`src/rtl/uart_nic_pkg.sv`:
```
// Shared types and framing constants for the uart_nic NIC-side UART bridge.
package uart_nic_pkg;

  typedef enum logic [1:0] {
    ST_IDLE  = 2'd0,
    ST_START = 2'd1,
    ST_DATA  = 2'd2,
    ST_STOP  = 2'd3
  } uart_state_t;

  localparam int   DATA_BITS  = 8;
  localparam int   STOP_BITS  = 1;
  localparam logic IDLE_LEVEL = 1'b1;

endpackage

```
`src/rtl/uart_nic_if.sv`:
```
// OS-side byte interface of uart_nic: push/pop strobes, RX head, status and sticky flags.
interface uart_nic_if;
  // Handshake: write_nic pushes send_data_to_nic on each cycle it is high (dropped while
  // tx_full); rec_data_from_nic is valid while send_data_i=1 and read_nic pops it at the
  // edge; read_nic with send_data_i=0 is ignored.
  logic       write_nic;
  logic [7:0] send_data_to_nic;
  logic       read_nic;
  logic [7:0] rec_data_from_nic;
  logic       send_data_i;
  logic       tx_full;
  logic       tx_busy;
  logic       err_clear;
  logic       rx_overflow;
  logic       rx_frame_err;

  modport master (
    output write_nic, send_data_to_nic, read_nic, err_clear,
    input  rec_data_from_nic, send_data_i, tx_full, tx_busy, rx_overflow, rx_frame_err
  );

  modport slave (
    input  write_nic, send_data_to_nic, read_nic, err_clear,
    output rec_data_from_nic, send_data_i, tx_full, tx_busy, rx_overflow, rx_frame_err
  );
endinterface

```
`src/rtl/uart_nic_sync_fifo.sv`:
```
// Show-ahead synchronous FIFO; the caller qualifies i_push, pops on empty are ignored.
module nic_sync_fifo #(
  parameter int DEPTH = 8,
  parameter int WIDTH = 8,
  localparam int AW   = $clog2(DEPTH)
) (
  input  logic             clk,
  input  logic             rst,
  input  logic             i_push,
  input  logic [WIDTH-1:0] i_data,
  input  logic             i_pop,
  output logic [WIDTH-1:0] o_head,
  output logic             o_full,
  output logic             o_empty,
  output logic [AW:0]      o_count
);

  localparam logic [AW:0] FULL_COUNT = (AW+1)'(DEPTH);

  logic [WIDTH-1:0] r_mem [DEPTH];
  logic [AW-1:0]    r_wr_ptr;
  logic [AW-1:0]    r_rd_ptr;
  logic [AW:0]      r_count;
  logic             w_do_pop;

  assign w_do_pop = i_pop && (r_count != '0);

  always_ff @(posedge clk) begin
    if (i_push) begin
      r_mem[r_wr_ptr] <= i_data;
    end
  end

  always_ff @(posedge clk or posedge rst) begin
    if (rst) begin
      r_wr_ptr <= '0;
      r_rd_ptr <= '0;
      r_count  <= '0;
    end else begin
      if (i_push) begin
        r_wr_ptr <= r_wr_ptr + 1'b1;
      end
      if (w_do_pop) begin
        r_rd_ptr <= r_rd_ptr + 1'b1;
      end
      case ({i_push, w_do_pop})
        2'b10:   r_count <= r_count + 1'b1;
        2'b01:   r_count <= r_count - 1'b1;
        default: r_count <= r_count;
      endcase
    end
  end

  // Head reads as zero when empty so stale entries never leak after reset.
  assign o_head  = (r_count == '0) ? '0 : r_mem[r_rd_ptr];
  assign o_full  = (r_count == FULL_COUNT);
  assign o_empty = (r_count == '0);
  assign o_count = r_count;

endmodule

```
`src/rtl/uart_nic.sv`:
```
// NIC end of the OS<->NIC byte link: TX FIFO -> 8N1 serialiser, deserialiser -> RX FIFO.
// Optional macro WRITE_EDGE_DETECT_EN: push only on a 0->1 transition of write_nic.
module uart_nic
  import uart_nic_pkg::*;
#(
  parameter int CLKS_PER_BIT = 5208,
  parameter int FIFO_DEPTH   = 8
) (
  input  logic        clk,
  input  logic        rst,
  uart_nic_if.slave   os,
  input  logic        uart_rx,
  output logic        uart_tx,
  output uart_state_t o_tx_state,
  output uart_state_t o_rx_state
);

  localparam int              CW        = $clog2(CLKS_PER_BIT);
  localparam int              AW        = $clog2(FIFO_DEPTH);
  localparam logic [CW-1:0]   BIT_LAST  = CW'(CLKS_PER_BIT - 1);
  localparam logic [CW-1:0]   HALF_LAST = CW'(CLKS_PER_BIT / 2 - 1);
  localparam logic [2:0]      IDX_LAST  = 3'(DATA_BITS - 1);
  localparam logic [2:0]      STOP_LAST = 3'(STOP_BITS - 1);

  // ---------------- write strobe qualification ----------------
  logic w_write_evt;
`ifdef WRITE_EDGE_DETECT_EN
  logic r_write_d;
  always_ff @(posedge clk or posedge rst) begin
    if (rst) r_write_d <= 1'b0;
    else     r_write_d <= os.write_nic;
  end
  assign w_write_evt = os.write_nic && !r_write_d;
`else
  assign w_write_evt = os.write_nic;
`endif

  // ---------------- TX path ----------------
  logic [7:0]  w_tx_head;
  logic        w_tx_full, w_tx_empty, w_tx_push, w_tx_pop;
  logic [AW:0] w_tx_count;
  logic        w_tx_bit_end, w_tx_stop_done;

  uart_state_t r_tx_state;
  logic [CW-1:0] r_tx_cnt;
  logic [2:0]    r_tx_idx;
  logic [7:0]    r_tx_shift;
  logic          r_uart_tx;

  // A push while full is dropped even if the FSM pops in the same cycle.
  assign w_tx_push      = w_write_evt && !w_tx_full;
  assign w_tx_bit_end   = (r_tx_cnt == BIT_LAST);
  assign w_tx_stop_done = (r_tx_state == ST_STOP) && w_tx_bit_end && (r_tx_idx == STOP_LAST);
  assign w_tx_pop       = !w_tx_empty && ((r_tx_state == ST_IDLE) || w_tx_stop_done);

  nic_sync_fifo #(.DEPTH(FIFO_DEPTH), .WIDTH(8)) u_tx_fifo (
    .clk     (clk),
    .rst     (rst),
    .i_push  (w_tx_push),
    .i_data  (os.send_data_to_nic),
    .i_pop   (w_tx_pop),
    .o_head  (w_tx_head),
    .o_full  (w_tx_full),
    .o_empty (w_tx_empty),
    .o_count (w_tx_count)
  );

  always_ff @(posedge clk or posedge rst) begin
    if (rst) begin
      r_tx_state <= ST_IDLE;
      r_tx_cnt   <= '0;
      r_tx_idx   <= '0;
      r_tx_shift <= '0;
      r_uart_tx  <= IDLE_LEVEL;
    end else begin
      case (r_tx_state)
        ST_IDLE: begin
          if (w_tx_pop) begin
            r_tx_shift <= w_tx_head;
            r_tx_cnt   <= '0;
            r_uart_tx  <= ~IDLE_LEVEL;
            r_tx_state <= ST_START;
          end
        end
        ST_START: begin
          if (w_tx_bit_end) begin
            r_tx_cnt   <= '0;
            r_tx_idx   <= '0;
            r_uart_tx  <= r_tx_shift[0];
            r_tx_state <= ST_DATA;
          end else begin
            r_tx_cnt <= r_tx_cnt + 1'b1;
          end
        end
        ST_DATA: begin
          if (w_tx_bit_end) begin
            r_tx_cnt <= '0;
            if (r_tx_idx == IDX_LAST) begin
              r_tx_idx   <= '0;
              r_uart_tx  <= IDLE_LEVEL;
              r_tx_state <= ST_STOP;
            end else begin
              r_tx_idx   <= r_tx_idx + 1'b1;
              r_tx_shift <= r_tx_shift >> 1;
              r_uart_tx  <= r_tx_shift[1];
            end
          end else begin
            r_tx_cnt <= r_tx_cnt + 1'b1;
          end
        end
        ST_STOP: begin
          if (w_tx_bit_end) begin
            r_tx_cnt <= '0;
            if (r_tx_idx != STOP_LAST) begin
              r_tx_idx <= r_tx_idx + 1'b1;
            end else if (w_tx_pop) begin
              // Next byte waiting: straight into its start bit, no idle gap.
              r_tx_shift <= w_tx_head;
              r_uart_tx  <= ~IDLE_LEVEL;
              r_tx_state <= ST_START;
            end else begin
              r_tx_state <= ST_IDLE;
            end
          end else begin
            r_tx_cnt <= r_tx_cnt + 1'b1;
          end
        end
        default: r_tx_state <= ST_IDLE;
      endcase
    end
  end

  // ---------------- RX path ----------------
  logic r_rx_sync1, r_rx_sync2, r_rx_prev;
  logic w_rx_fall;

  always_ff @(posedge clk or posedge rst) begin
    if (rst) begin
      r_rx_sync1 <= 1'b1;
      r_rx_sync2 <= 1'b1;
      r_rx_prev  <= 1'b1;
    end else begin
      r_rx_sync1 <= uart_rx;
      r_rx_sync2 <= r_rx_sync1;
      r_rx_prev  <= r_rx_sync2;
    end
  end

  assign w_rx_fall = r_rx_prev && !r_rx_sync2;

  uart_state_t   r_rx_state;
  logic [CW-1:0] r_rx_cnt;
  logic [2:0]    r_rx_idx;
  logic [7:0]    r_rx_shift;
  logic          r_rx_wait_high;
  logic          w_rx_bit_end, w_rx_half_end, w_rx_stop_sample;
  logic          w_rx_byte_ok, w_rx_byte_bad;
  logic [7:0]    w_rx_head;
  logic          w_rx_full, w_rx_empty, w_rx_push, w_rx_pop;
  logic [AW:0]   w_rx_count;
  logic          r_rx_overflow, r_rx_frame_err;

  assign w_rx_bit_end     = (r_rx_cnt == BIT_LAST);
  assign w_rx_half_end    = (r_rx_cnt == HALF_LAST);
  assign w_rx_stop_sample = (r_rx_state == ST_STOP) && !r_rx_wait_high && w_rx_bit_end;
  assign w_rx_byte_ok     = w_rx_stop_sample && r_rx_sync2;
  assign w_rx_byte_bad    = w_rx_stop_sample && !r_rx_sync2;
  assign w_rx_pop         = os.read_nic && !w_rx_empty;
  // A same-cycle OS pop frees the slot, so a full FIFO still accepts the byte.
  assign w_rx_push        = w_rx_byte_ok && (!w_rx_full || w_rx_pop);

  nic_sync_fifo #(.DEPTH(FIFO_DEPTH), .WIDTH(8)) u_rx_fifo (
    .clk     (clk),
    .rst     (rst),
    .i_push  (w_rx_push),
    .i_data  (r_rx_shift),
    .i_pop   (w_rx_pop),
    .o_head  (w_rx_head),
    .o_full  (w_rx_full),
    .o_empty (w_rx_empty),
    .o_count (w_rx_count)
  );

  always_ff @(posedge clk or posedge rst) begin
    if (rst) begin
      r_rx_state     <= ST_IDLE;
      r_rx_cnt       <= '0;
      r_rx_idx       <= '0;
      r_rx_shift     <= '0;
      r_rx_wait_high <= 1'b0;
    end else begin
      case (r_rx_state)
        ST_IDLE: begin
          if (w_rx_fall) begin
            r_rx_cnt   <= '0;
            r_rx_state <= ST_START;
          end
        end
        ST_START: begin
          if (w_rx_half_end) begin
            r_rx_cnt   <= '0;
            r_rx_idx   <= '0;
            r_rx_state <= r_rx_sync2 ? ST_IDLE : ST_DATA;
          end else begin
            r_rx_cnt <= r_rx_cnt + 1'b1;
          end
        end
        ST_DATA: begin
          if (w_rx_bit_end) begin
            r_rx_cnt   <= '0;
            r_rx_shift <= {r_rx_sync2, r_rx_shift[7:1]};
            if (r_rx_idx == IDX_LAST) begin
              r_rx_wait_high <= 1'b0;
              r_rx_state     <= ST_STOP;
            end else begin
              r_rx_idx <= r_rx_idx + 1'b1;
            end
          end else begin
            r_rx_cnt <= r_rx_cnt + 1'b1;
          end
        end
        ST_STOP: begin
          // After a bad stop bit, hold here until the line returns high.
          if (r_rx_wait_high) begin
            if (r_rx_sync2) begin
              r_rx_wait_high <= 1'b0;
              r_rx_state     <= ST_IDLE;
            end
          end else if (w_rx_bit_end) begin
            r_rx_cnt <= '0;
            if (r_rx_sync2) r_rx_state     <= ST_IDLE;
            else            r_rx_wait_high <= 1'b1;
          end else begin
            r_rx_cnt <= r_rx_cnt + 1'b1;
          end
        end
        default: r_rx_state <= ST_IDLE;
      endcase
    end
  end

  // Sticky flags: a set event beats err_clear in the same cycle.
  always_ff @(posedge clk or posedge rst) begin
    if (rst) begin
      r_rx_overflow  <= 1'b0;
      r_rx_frame_err <= 1'b0;
    end else begin
      if (w_rx_byte_ok && w_rx_full && !w_rx_pop) r_rx_overflow <= 1'b1;
      else if (os.err_clear)                      r_rx_overflow <= 1'b0;
      if (w_rx_byte_bad)                          r_rx_frame_err <= 1'b1;
      else if (os.err_clear)                      r_rx_frame_err <= 1'b0;
    end
  end

  // ---------------- outputs ----------------
  assign uart_tx              = r_uart_tx;
  assign os.tx_full           = w_tx_full;
  assign os.tx_busy           = (r_tx_state != ST_IDLE) || (w_tx_count != '0);
  assign os.send_data_i       = (w_rx_count != '0);
  assign os.rec_data_from_nic = w_rx_head;
  assign os.rx_overflow       = r_rx_overflow;
  assign os.rx_frame_err      = r_rx_frame_err;
  assign o_tx_state           = r_tx_state;
  assign o_rx_state           = r_rx_state;

endmodule

```
`src/flat_wrapper.sv`:
```
// flat-port wrapper written by rule: the top's interface ports become plain ports
module uart_nic_flat import uart_nic_pkg::*;
#(
  parameter int CLKS_PER_BIT = 5208,
  parameter int FIFO_DEPTH   = 8
)
  (clk, rst, uart_rx, uart_tx, o_tx_state, o_rx_state, os_write_nic, os_send_data_to_nic, os_read_nic, os_err_clear, os_rec_data_from_nic, os_send_data_i, os_tx_full, os_tx_busy, os_rx_overflow, os_rx_frame_err);
  uart_nic_if os_i ();
  input  logic clk;
  input  logic rst;
  input  logic uart_rx;
  output logic uart_tx;
  output uart_state_t o_tx_state;
  output uart_state_t o_rx_state;
  input wire logic [$bits(os_i.write_nic)-1:0] os_write_nic;
  input wire logic [$bits(os_i.send_data_to_nic)-1:0] os_send_data_to_nic;
  input wire logic [$bits(os_i.read_nic)-1:0] os_read_nic;
  input wire logic [$bits(os_i.err_clear)-1:0] os_err_clear;
  output wire logic [$bits(os_i.rec_data_from_nic)-1:0] os_rec_data_from_nic;
  output wire logic [$bits(os_i.send_data_i)-1:0] os_send_data_i;
  output wire logic [$bits(os_i.tx_full)-1:0] os_tx_full;
  output wire logic [$bits(os_i.tx_busy)-1:0] os_tx_busy;
  output wire logic [$bits(os_i.rx_overflow)-1:0] os_rx_overflow;
  output wire logic [$bits(os_i.rx_frame_err)-1:0] os_rx_frame_err;
  assign os_i.write_nic = os_write_nic;
  assign os_i.send_data_to_nic = os_send_data_to_nic;
  assign os_i.read_nic = os_read_nic;
  assign os_i.err_clear = os_err_clear;
  assign os_rec_data_from_nic = os_i.rec_data_from_nic;
  assign os_send_data_i = os_i.send_data_i;
  assign os_tx_full = os_i.tx_full;
  assign os_tx_busy = os_i.tx_busy;
  assign os_rx_overflow = os_i.rx_overflow;
  assign os_rx_frame_err = os_i.rx_frame_err;
  uart_nic #(.CLKS_PER_BIT(CLKS_PER_BIT), .FIFO_DEPTH(FIFO_DEPTH)) u_core (.clk(clk), .rst(rst), .os(os_i), .uart_rx(uart_rx), .uart_tx(uart_tx), .o_tx_state(o_tx_state), .o_rx_state(o_rx_state));
endmodule
```
`config.mk`:
```
export PLATFORM = sky130hd
export DESIGN_NAME = uart_nic_flat
export DESIGN_NICKNAME = d
export VERILOG_FILES = /design/src/rtl/uart_nic_pkg.sv /design/src/rtl/uart_nic_if.sv /design/src/rtl/uart_nic_sync_fifo.sv /design/src/rtl/uart_nic.sv /design/src/flat_wrapper.sv
export SDC_FILE = /design/constraint.sdc
export NUM_CORES = 1
export LEC_CHECK = 0
export CAP_MARGIN = 30
export CORE_ASPECT_RATIO = 1.5
export CORE_UTILIZATION = 45
export DETAILED_ROUTE_END_ITERATION = 7
export PLACE_DENSITY_LB_ADDON = 0.25
export SYNTH_ARGS = -nofsm -noshare
export SYNTH_HDL_FRONTEND = slang
export SYNTH_HIERARCHICAL = 1
export SYNTH_SLANG_ARGS = --single-unit
export TNS_END_PERCENT = 50
```
`constraint.sdc`:
```
create_clock -name clk -period 4.6 [get_ports clk]
set_input_delay 0.92 -clock clk [delete_from_list [all_inputs] [get_ports clk]]
set_output_delay 0.92 -clock clk [all_outputs]
set_load 0.02 [all_outputs]
```
==> results.yml <==
clock_tree:
  tritoncts: "built"
  tritoncts_buffer_count: 21
  cts_hold_repair.buffers: 0
  cts_root_buf: "sky130_fd_sc_hd__clkbuf_16"
  worst_setup_hold_path_clk_slew_ns: 0.06
  clk-insertion-delay-late_ns: 0.49
  cts.sinks: 207
  cts_resized: 0
  cts_setup_buffers: 0
  clock_path_buffers: 3
  cts_max_level: 1
global_routing:
  number_of_global_route_vias_before_repair: 5818
  grt_max_degree: 36
  track_usage_pct: 17.12
  grt_pass1_wl_mm: 29.61
  grt.overflow.total: 0
  antenna_found_initial: 0
timing:
  final-hold-violation-count: 0
  slew_headroom_pct: 35.10
  holdWs_ns: 0.3572
  timing.final.crit_period_ns: 3.598
  fin_tns_setup_ns: 0
  fin_worst_skew_ns: 0.01658
  worst_slew_pin_slew_ns: 0.9698
  period_share_pct: 78.22
  setup_viol_count_final: 0
  finalMaxSlewViolations: 0
  rsz_0062_raised_after_global_routing: "no"
  achievable_frequency_ghz: 0.2779
synthesis:
  synth_cells: 664
  synth.most_common_cell: "sky130_fd_sc_hd__edfxtp_1"
  yosysTopAreaCell: "sky130_fd_sc_hd__edfxtp_1"
  synth.top_cells.by_area: "sky130_fd_sc_hd__edfxtp_1 (41%), sky130_fd_sc_hd__dfrtp_1 (20%), sky130_fd_sc_hd__mux4_2 (7.6%)"
  synth_flop_cell: "sky130_fd_sc_hd__edfxtp_1"
  fraction_of_synthesized_cell_area_taken_by_the_top_area_cell_type_pct: 40.57
  seq_area_frac_synth_pct: 61.48
  synth.net_count: 700
  synth_enable_flop_cells: 128
  flip_flop_and_latch_count_after_synthesis: 207
  postSynthAreaPerCell_sq_um: 14.27
  synth.distinct_cells: 62
  yosysWarnings: 6
  post_synth_instance_area_sq_um: 9475
  synth_commonest_cells: "sky130_fd_sc_hd__edfxtp_1 (128), sky130_fd_sc_hd__dfrtp_1 (75), sky130_fd_sc_hd__nand2_1 (50)"
  ys_async_sr_fraction_pct: 38.16
setup_path:
  critical_path.startpoint: "u_core/r_rx_cnt[0]$_DFFE_PP0P_"
  crit_chain: "ha_1 -> or3b_2 -> and4b_1 -> nand3_1 -> a21oi_1 -> inv_1 -> ha_1 -> or4b_2 -> a21o_1 -> o221ai_1"
  maximum_single_stage_delay_on_the_critical_path_ns: 0.72
  worst-endpoint-required_ns: 4.99
  critPathMaxFanout: 8
  cp_top_family: "simple AND/OR/NAND/NOR gates"
  setup.worst_path.end: "u_core/u_rx_fifo/o_count[3]$_DFFE_PP0P_"
  critical_path.endpoint_type: "flip-flop"
  timing.critical_path.buf_inv: 1
  cp_data_arrival_time_ns: 3.99
  ff2ff_setup_slack_ns: 1.00
  cpMaxStageDelayCell: "sky130_fd_sc_hd__or4b_2"
  crit-reg2reg-launch: "u_core/r_rx_cnt[0]$_DFFE_PP0P_"
  cp-start-kind: "flip-flop"
  worstSetupPathDepth: 10
  r2r-end: "u_core/u_rx_fifo/o_count[3]$_DFFE_PP0P_"
  rr_worst_depth: 10
  critPathMostFrequentCell: "sky130_fd_sc_hd__ha_1"
  criticalPathCategory: "reg2reg"
final_layout:
  area_growth_syn_to_layout_pct: 12.74
  insertedDiodeCount: 0
  share_of_final_layout_standard_cells_stronger_than_drive_strength_1_pct: 17.53
  layout_cell_area_excl_fill_sq_um: 10680
  nets: 735
  final_util_pct: 52.11
pwr:
  seqPwrFrac_pct: 40.0
  cellInternalPower_mw: 4.352
  power.density_nw_per_um2: 601.1
  power.switching_fraction_pct: 32.23
  p_sw_mw: 2.070
  max-vdd-ir-drop_v: 0.0003796
  power.combinational.fraction_pct: 34.3
  p_total_mw: 6.421
  clock_power_share_pct: 25.7
  leakage_nw: 3.890
routing:
  drtPass1Iterations: 5
  detail_route.drc_violations: 0
  drt_iter0_drc: 374
  routed_wire_length_per_instance_um: 18.20
  antenna_violating_nets_left: 0
  wirelength_mm: 17.78
  detailroute.via_count: 5569
  vias_per_cell: 5.700
hold_path:
  worstHoldPathType: "reg2reg"
floorplanning:
  core_region_area_sq_um: 20500
  die_h_um: 179.7
  die-area_sq_um: 21650
  chipWidth_um: 120.5
  initial_core_util_pct: 46.22
  fp-row-count: 64
  io-pin-count: 32
placement:
  global_placer_s_final_weighted_congestion: 0.7777
  port_buffers: 31
  dpl.hpwl_mm: 12.34
  placedInstanceArea_sq_um: 10020
run:
  max_cap_viol_count: 0
status:
  outcome: "completed"
-- per-stage QoR --
| step | instances | setup WS [ns] |
|---|---|---|
| after detailed placement | 940 | 1.041 |
| after CTS | 977 | 1.010 |
| after global routing | 977 | 0.7346 |
| final | 977 | 1.002 |
| after global placement | 938 | 1.175 |
| after floorplan | 664 | 1.315 |
-- how the worst min path moves through the flow --
stage,startpoint,to,depth (start not counted)
after CTS,u_core/r_rx_sync1$_DFF_PP1_,u_core/r_rx_sync2$_DFF_PP1_,0
after global routing,u_core/r_rx_sync1$_DFF_PP1_,u_core/r_rx_sync2$_DFF_PP1_,0
final,u_core/r_rx_sync1$_DFF_PP1_,u_core/r_rx_sync2$_DFF_PP1_,0
after global placement,u_core/r_rx_sync1$_DFF_PP1_,u_core/r_rx_sync2$_DFF_PP1_,0
after detailed placement,u_core/r_rx_sync1$_DFF_PP1_,u_core/r_rx_sync2$_DFF_PP1_,0
after floorplan,u_core/r_rx_sync1$_DFF_PP1_,u_core/r_rx_sync2$_DFF_PP1_,0
-- cells by family (layout without fill, tap and decap cells) --
family	after synthesis	after routing	share of synthesized area, %
flip-flops	207	207	61.48
AND/OR/NAND/NOR	190	190	10.91
AO/OA/AOI/OAI	108	108	8.042
multiplexers	72	72	12.50
buffers and inverters	49	98	2.681
adder cells (fa/ha/maj)	22	22	2.905
XOR/XNOR	16	16	1.479
-- layer usage --
layer / vias to the layer above / wire (um) / share of wire [%] / track usage, %
li1: 2610 / - / - / -
met1: 2824 / 7011 / 39 / 19.70
met2: 101 / 9835 / 55 / 32.41
met3: 34 / 529 / 3.0 / 2.189
met4: 0 / 404 / 2.3 / 5.235
met5: - / 0 / 0 / 0
-- cells in the final DEF (no fill, tap or decap), drive strengths merged, types with 11 or more instances in the layout --
cell           instances
a22o                  18
clkbuf                27
clkdlybuf4s50         31
dfrtp                 75
edfxtp               128
ha                    22
inv                   24
mux2                  30
mux4                  32
nand2                 50
nand2b                17
nand3                 12
nor2                  38
nor3                  11
o21ai                 37
xnor2                 11
-- state kept, by name (all words and copies together) (netlist names), 4 cells and up, named ones only --
register / count
u_core/u_rx_fifo/r_mem: 64
u_core/u_tx_fifo/r_mem: 64
u_core/r_rx_cnt: 13
u_core/r_tx_cnt: 13
u_core/r_rx_shift: 8
u_core/r_tx_shift: 8
u_core/u_rx_fifo/o_count: 4
u_core/u_tx_fifo/o_count: 4
-- final cells by class --
type | instances | area (sq um)
Fill cell | 1744 | 9817
Sequential cell | 207 | 5826
Multi-Input combinational cell | 408 | 3406
Clock buffer | 27 | 548.0
Timing Repair Buffer | 39 | 375.4
Tap cell | 264 | 330.3
Clock inverter | 10 | 115.1
Inverter | 22 | 82.58
-- power by group through the flow --
stage	Combinational, mW	Clock (mW)	Sequential, mW
after floorplan	1.83	0	2.44
after detailed placement	2.23	0	2.60
after global routing	2.40	1.76	2.61
after global placement	2.12	0	2.60
after CTS	2.23	1.70	2.57
final	2.20	1.65	2.57
No activity file was read; power rests on OpenSTA's default activity.
